**src/rtl/serial_sub_pkg.sv**
```systemverilog
// Shared types and helpers for the bit-serial subtractor.
//   sub_state_t : controller state encoding (IDLE, RUN, DONE)
//   cnt_width() : bit-counter width for a given operand width
package serial_sub_pkg;

    typedef enum logic [1:0] {
        IDLE = 2'd0,
        RUN  = 2'd1,
        DONE = 2'd2
    } sub_state_t;

    // Counter must index bits 0..w-1; never narrower than one bit.
    function automatic int unsigned cnt_width(input int unsigned w);
        return (w < 2) ? 1 : $clog2(w);
    endfunction

endpackage

```
**src/rtl/serial_full_sub_if.sv**
```systemverilog
// Controller-facing handshake and operand/result bus of the serial subtractor.
//   master : controller side (drives start, a, b; observes busy, done, diff, borrow_out)
//   slave  : subtractor side
interface serial_full_sub_if #(
    parameter int unsigned WIDTH = 8
);
    logic             start;
    logic [WIDTH-1:0] a;
    logic [WIDTH-1:0] b;
    logic             busy;
    logic             done;
    logic [WIDTH-1:0] diff;
    logic             borrow_out;

    modport master (
        output start, a, b,
        input  busy, done, diff, borrow_out
    );

    modport slave (
        input  start, a, b,
        output busy, done, diff, borrow_out
    );
endinterface

```
**src/rtl/full_sub_mux.sv**
```systemverilog
// Mux-based one-bit full subtractor cell: ai - bi - bin.
//   ai, bi : operand bits
//   bin    : borrow in
//   d      : difference bit
//   bo     : borrow out
module full_sub_mux (
    input  logic ai,
    input  logic bi,
    input  logic bin,
    output logic d,
    output logic bo
);

    // Operand pair selects either the borrow or its complement.
    always_comb begin
        d  = bin;
        bo = bin;
        case ({ai, bi})
            2'b00: begin d = bin;  bo = bin;  end
            2'b01: begin d = ~bin; bo = 1'b1; end
            2'b10: begin d = ~bin; bo = 1'b0; end
            2'b11: begin d = bin;  bo = bin;  end
            default: begin d = bin; bo = bin; end
        endcase
    end

endmodule

```
**src/rtl/serial_full_sub.sv**
```systemverilog
// Bit-serial unsigned subtractor: diff = a - b, one bit per clock, LSB first.
//   clk : clock, rising edge
//   rst : synchronous active-high reset
//   bus : slave side of serial_full_sub_if (start/a/b in; busy/done/diff/borrow_out out)
module serial_full_sub
    import serial_sub_pkg::*;
#(
    parameter int unsigned WIDTH = 8
) (
    input  logic              clk,
    input  logic              rst,
    serial_full_sub_if.slave  bus
);

    localparam int unsigned CW = cnt_width(WIDTH);

    sub_state_t       state;
    sub_state_t       state_next;
    logic [WIDTH-1:0] a_sr;
    logic [WIDTH-1:0] b_sr;
    logic [WIDTH-1:0] res_sr;
    logic [WIDTH-1:0] res_next;
    logic [CW-1:0]    cnt;
    logic             borrow;
    logic             cell_d;
    logic             cell_bo;
    logic             last_bit;
    logic             busy_q;
    logic             done_q;
    logic [WIDTH-1:0] diff_q;
    logic             borrow_out_q;

    full_sub_mux u_cell (
        .ai  (a_sr[0]),
        .bi  (b_sr[0]),
        .bin (borrow),
        .d   (cell_d),
        .bo  (cell_bo)
    );

    assign last_bit = (cnt == CW'(WIDTH - 1));
    // New difference bit enters at the MSB while the register shifts right.
    assign res_next = (res_sr >> 1) | {cell_d, {(WIDTH-1){1'b0}}};

    // Next-state logic.
    always_comb begin
        state_next = state;
        case (state)
            IDLE:    if (bus.start) state_next = RUN;
            RUN:     if (last_bit)  state_next = DONE;
            DONE:    state_next = IDLE;
            default: state_next = IDLE;
        endcase
    end

    // State register; busy/done registered from the next state so they track it.
    always_ff @(posedge clk) begin
        if (rst) begin
            state  <= IDLE;
            busy_q <= 1'b0;
            done_q <= 1'b0;
        end else begin
            state  <= state_next;
            busy_q <= (state_next == RUN);
            done_q <= (state_next == DONE);
        end
    end

    // Operand shifters, borrow flop, bit counter and result registers.
    always_ff @(posedge clk) begin
        if (rst) begin
            a_sr         <= '0;
            b_sr         <= '0;
            res_sr       <= '0;
            cnt          <= '0;
            borrow       <= 1'b0;
            diff_q       <= '0;
            borrow_out_q <= 1'b0;
        end else begin
            case (state)
                IDLE: begin
                    if (bus.start) begin
                        a_sr   <= bus.a;
                        b_sr   <= bus.b;
                        res_sr <= '0;
                        cnt    <= '0;
                        borrow <= 1'b0;
                    end
                end
                RUN: begin
                    a_sr   <= a_sr >> 1;
                    b_sr   <= b_sr >> 1;
                    res_sr <= res_next;
                    borrow <= cell_bo;
                    cnt    <= cnt + CW'(1);
                    if (last_bit) begin
                        diff_q       <= res_next;
                        borrow_out_q <= cell_bo;
                    end
                end
                default: ;
            endcase
        end
    end

    assign bus.busy       = busy_q;
    assign bus.done       = done_q;
    assign bus.diff       = diff_q;
    assign bus.borrow_out = borrow_out_q;

endmodule

```
**src/flat_wrapper.sv**
```systemverilog
// flat-port wrapper written by rule: the top's interface ports become plain ports
module serial_full_sub_flat import serial_sub_pkg::*;
#(
    parameter int unsigned WIDTH = 8
)
  (clk, rst, bus_start, bus_a, bus_b, bus_busy, bus_done, bus_diff, bus_borrow_out);
  serial_full_sub_if #(.WIDTH(WIDTH)) bus_i ();
  input  logic clk;
  input  logic rst;
  input wire logic [$bits(bus_i.start)-1:0] bus_start;
  input wire logic [$bits(bus_i.a)-1:0] bus_a;
  input wire logic [$bits(bus_i.b)-1:0] bus_b;
  output wire logic [$bits(bus_i.busy)-1:0] bus_busy;
  output wire logic [$bits(bus_i.done)-1:0] bus_done;
  output wire logic [$bits(bus_i.diff)-1:0] bus_diff;
  output wire logic [$bits(bus_i.borrow_out)-1:0] bus_borrow_out;
  assign bus_i.start = bus_start;
  assign bus_i.a = bus_a;
  assign bus_i.b = bus_b;
  assign bus_busy = bus_i.busy;
  assign bus_done = bus_i.done;
  assign bus_diff = bus_i.diff;
  assign bus_borrow_out = bus_i.borrow_out;
  serial_full_sub #(.WIDTH(WIDTH)) u_core (.clk(clk), .rst(rst), .bus(bus_i));
endmodule
```
**config.mk**
```make
export PLATFORM = sky130hd
export DESIGN_NAME = serial_full_sub_flat
export DESIGN_NICKNAME = d
export VERILOG_FILES = /design/src/rtl/serial_sub_pkg.sv /design/src/rtl/serial_full_sub_if.sv /design/src/rtl/full_sub_mux.sv /design/src/rtl/serial_full_sub.sv /design/src/flat_wrapper.sv
export SDC_FILE = /design/constraint.sdc
export NUM_CORES = 1
export LEC_CHECK = 0
export CAP_MARGIN = 25
export CORE_MARGIN = 2
export CORE_UTILIZATION = 47
export CTS_BUF_LIST = sky130_fd_sc_hd__clkbuf_8
export DETAILED_ROUTE_END_ITERATION = 8
export PLACE_DENSITY = 0.73
export SYNTH_ARGS = -nofsm -noshare
export SYNTH_HDL_FRONTEND = slang
export SYNTH_SLANG_ARGS = --single-unit
```
**constraint.sdc**
```tcl
create_clock -name clk -period 1.75 [get_ports clk]
set_input_delay 0.525 -clock clk [delete_from_list [all_inputs] [get_ports clk]]
set_output_delay 0.525 -clock clk [all_outputs]
set_load 0.01 [all_outputs]
```
==> results of run 1 <==
-- flip-flops by register name (all words and copies together) (netlist names) --
name / flops
u_core.state: 2
u_core.cnt: 3
u_core.bus.busy: 1
u_core.bus.diff: 8
u_core.a_sr: 8
u_core.b_sr: 8
u_core.bus.done: 1
u_core.borrow: 1
u_core.res_sr: 7
u_core.bus.borrow_out: 1
-- power groups by stage --
stage	registers (mW)	clock network (mW)	logic (mW)
2_1_floorplan	0.989	0	0.159
3_3_place_gp	0.994	0	0.220
3_5_place_dp	0.996	0	0.227
4_1_cts	0.975	0.659	0.229
5_1_grt	0.980	0.692	0.250
6_report	0.975	0.630	0.226
-- worst min path at each step --
stage                                      endpoint                       startpoint  depth (start not counted)  slack, ps
detailed placement  u_core.bus.diff[1]$_SDFFE_PP0P_  u_core.bus.diff[1]$_SDFFE_PP0P_                          2        450
CTS                 u_core.bus.diff[1]$_SDFFE_PP0P_  u_core.bus.diff[1]$_SDFFE_PP0P_                          2        460
finish              u_core.bus.diff[1]$_SDFFE_PP0P_  u_core.bus.diff[1]$_SDFFE_PP0P_                          2        460
global placement    u_core.bus.diff[2]$_SDFFE_PP0P_  u_core.bus.diff[2]$_SDFFE_PP0P_                          2        440
global route        u_core.bus.diff[2]$_SDFFE_PP0P_  u_core.bus.diff[2]$_SDFFE_PP0P_                          2        480
floorplan           u_core.bus.diff[0]$_SDFFE_PP0P_    u_core.res_sr[1]$_SDFFE_PP0P_                          2        430
-- routing by layer --
metal	part of all wire	GRT usage	vias up
li1	-	-	629
met1	0.45	0.183	576
met2	0.49	0.298	30
met3	0.044	0.0607	7
met4	0.023	0.0972	0
met5	0	0	-
-- synthesized netlist by cell type (all sizes together), types with 2 or more instances --
cell type,n
dfxtp,40
nor2,30
nand2,16
a21oi,8
buf,9
a211oi,18
inv,3
mux2i,14
a22oi,12
clkbuf,3
ha,2
-- through the flow --
stage	setup WS (ps)	hold slack [ps]	total power [mW]	area, µm²
2_1_floorplan	431	432	1.15	1640
3_3_place_gp	59.3	442	1.21	1980
3_5_place_dp	41.4	448	1.22	1980
4_1_cts	29.6	459	1.86	2080
5_1_grt	10.7	482	1.92	2080
6_report	60.2	455	1.83	2080
-- timing repair --
| action | CTS | global route |
|---|---|---|
| endpoints found under the hold margin | 0 | 0 |
| setup endpoints to repair | 0 | 1 |
| hold buffers | 0 | 0 |
| resized for setup | 0 | 1 |
-- cell type report --
type | instances | area (µm²) | share of cell area
sequential | 40 | 801 | 0.385
timing repair buffer | 38 | 373 | 0.179
clock inverter | 2 | 15.0 | 0.00722
multi-input combinational | 107 | 741 | 0.356
inverter | 3 | 11.3 | 0.00541
tap | 46 | 57.6 | 0.0277
clock buffer | 6 | 82.6 | 0.0397
-- kinds of logic (layout without fill, tap and decap cells) --
logic type,after synthesis,after routing
adder cells (fa/ha/maj),3,3
multiplexers,14,14
AND/OR/NAND/NOR,50,50
flip-flops,40,40
AO/OA/AOI/OAI,40,40
buffers and inverters,15,49
==> metrics.md, run 1 <==
| Metric | Value |
|---|---|
| Clock Tree Buf Depth | `2` |
| Fraction of synthesized cell area in xor and xnor cells | `0` |
| Sequential cell area fraction in the yosys report | `0.487` |
| Drt drc | `0` |
| Min-delay worst type | `register to register` |
| Ys async rst share | `0` |
| Switching power | `0.442 mW` |
| Critical Path Stages | `1` |
| Pre-antenna DRT Iters | `4` |
| Crit Path Class | `register to output port` |
| # fillers | `290` |
| Post-synth net total | `184` |
| Via count | `1242` |
| Hold Vio Cnt, Final | `0` |
| Final total negative setup slack | `0 ps` |
| Post-DP HPWL | `2230 µm` |
| CP Launch Point | `u_core.bus.borrow_out$_SDFFE_PP0P_` |
| Critical Path Start Type | `register` |
| Std cell rows | `21` |
| CTS clock-pin slew for the worst setup and hold paths | `80 ps` |
| Die area | `3990 µm²` |
| Crit path cell chain | `clkdlybuf4s50_1` |
| RSZ-0062 raised after global routing | `no` |
| Post-CTS Setup Bufs | `0` |
| Initial DRC Count | `60` |
| # IOs | `30` |
| Buf+Inv Stages, Crit Path | `1` |
| Clock power frac | `0.344` |
| Period Utilization, post-route | `0.966` |
| Max stage delay on crit path | `540 ps` |
| Largest family of logic cells by synthesized area | `compound AO/OA/AOI/OAI gates` |
| CTS tree | `yes` |
| Worst-Margin Slew | `385 ps` |
| Skew final | `5.89 ps` |
| Post-synthesis register bit count | `40` |
| Most frequent cells in the layout | `dfxtp_1 (40), nor2_1 (30), clkdlybuf4s50_1 (28)` |
| Yosys top cell area share | `0.487` |
| GPL Wtd Cong | `0.763` |
| Worst Path Arrival | `1160 ps` |
| Utilization after layout | `0.624` |
| Vias in the first global route | `1240` |
| Synth Area in Compound Gates | `0.209` |
| Share of layout cells above drive strength 1 | `0.158` |
| CTS H-tree lvls | `2` |
| Synth area leader | `dfxtp_1` |
| P&R area growth vs syn | `26.6%` |
| Status | `completed` |
| Setup crit end | `bus_borrow_out` |
| Switching Share | `0.242` |
| Placed cell count | `234` |
| Crit-path max FO | `2` |
| R2R Setup Slk | `150 ps` |
| Top cells by area, synth | `dfxtp_1 (49%), mux2i_1 (8.5%), a211oi_2 (7.6%), nor2_1 (6.8%), a22oi_1 (5.5%)` |
| Die Width | `63.1 µm` |
| Post-synthesis mux area share | `0.0852` |
| CP required | `1220 ps` |
| Setup-failing EPs final | `0` |
| Mean post-synth cell area | `10.1 µm²` |
| Core Area | `3340 µm²` |
| Peak supply drop | `0.492 mV` |
| Commonest non-fill, non-tap cell in the layout | `dfxtp_1` |
| Root Buffer | `clkbuf_8` |
| Initial antenna violation count | `0` |
| Max_cap viols | `0` |
| Sink Count | `40` |
| GR Util All Layers | `0.173` |
| Fin cells | `242` |
| Remaining antenna violation count after routing | `0` |
| Synth Area in Simple Gates | `0.129` |
| Synthesized area | `1640 µm²` |
| Synth Instances | `162` |
| Die height | `63.1 µm` |
| DR WL/cell | `12.7 µm` |
| Cts bufs inserted | `5` |
| Vias/cell | `5.13` |
| FF-to-FF path depth | `5` |
| Slew Limit Headroom | `0.743` |
| Total gr overflow | `0` |
| Total leakage power | `0.794 nW` |
| Nets@finish | `217` |
| Distinct cells, synth | `23` |
| Pint | `1.39 mW` |
| Clock latency on the worst-skew pair | `290 ps` |
| Yosys Warn Count | `0` |
| Initial core utilization | `0.493` |
| Min cycle time layout | `1690 ps` |
| Worst reg2reg path startpoint | `u_core.cnt[0]$_SDFFE_PP0P_` |
| Max Freq | `592 MHz` |
| Pwr dens | `880 nW/µm²` |
| Delay-heaviest family, CP | `buffers and inverters` |
| Critical Path Sink Type | `output port` |
| Largest net degree at the start of global routing | `21` |
| Diode count | `0` |
| Power share of the combinational group | `0.123` |
| Top_reg_cell synth | `dfxtp_1` |
| Flop pwr share | `0.533` |
| Port bufs | `29` |
| Crit Reg-Reg Endpoint | `u_core.bus.borrow_out$_SDFFE_PP0P_` |
| First-pass GRT wire length | `5310 µm` |
| Max-slew violations | `0` |
| Routed wire length | `3070 µm` |
| Post-Synth Adder-Cell Area | `0.0274` |
| Critical path's slowest cell | `clkdlybuf4s50_1` |
| EDFF count, synth | `0` |
(Power assumes the default switching activity.)
==> run 2: changes to the inputs <==
--- a/config.mk
+++ b/config.mk
@@ -10,6 +10,7 @@
 export CORE_UTILIZATION = 47
 export CTS_BUF_LIST = sky130_fd_sc_hd__clkbuf_8
 export DETAILED_ROUTE_END_ITERATION = 8
+export GPL_ROUTABILITY_DRIVEN = 1
 export PLACE_DENSITY = 0.73
 export SYNTH_ARGS = -nofsm -noshare
 export SYNTH_HDL_FRONTEND = slang
==> results of run 2 <==
No change in the layout: final DEF, timing and power equal those of run 1.
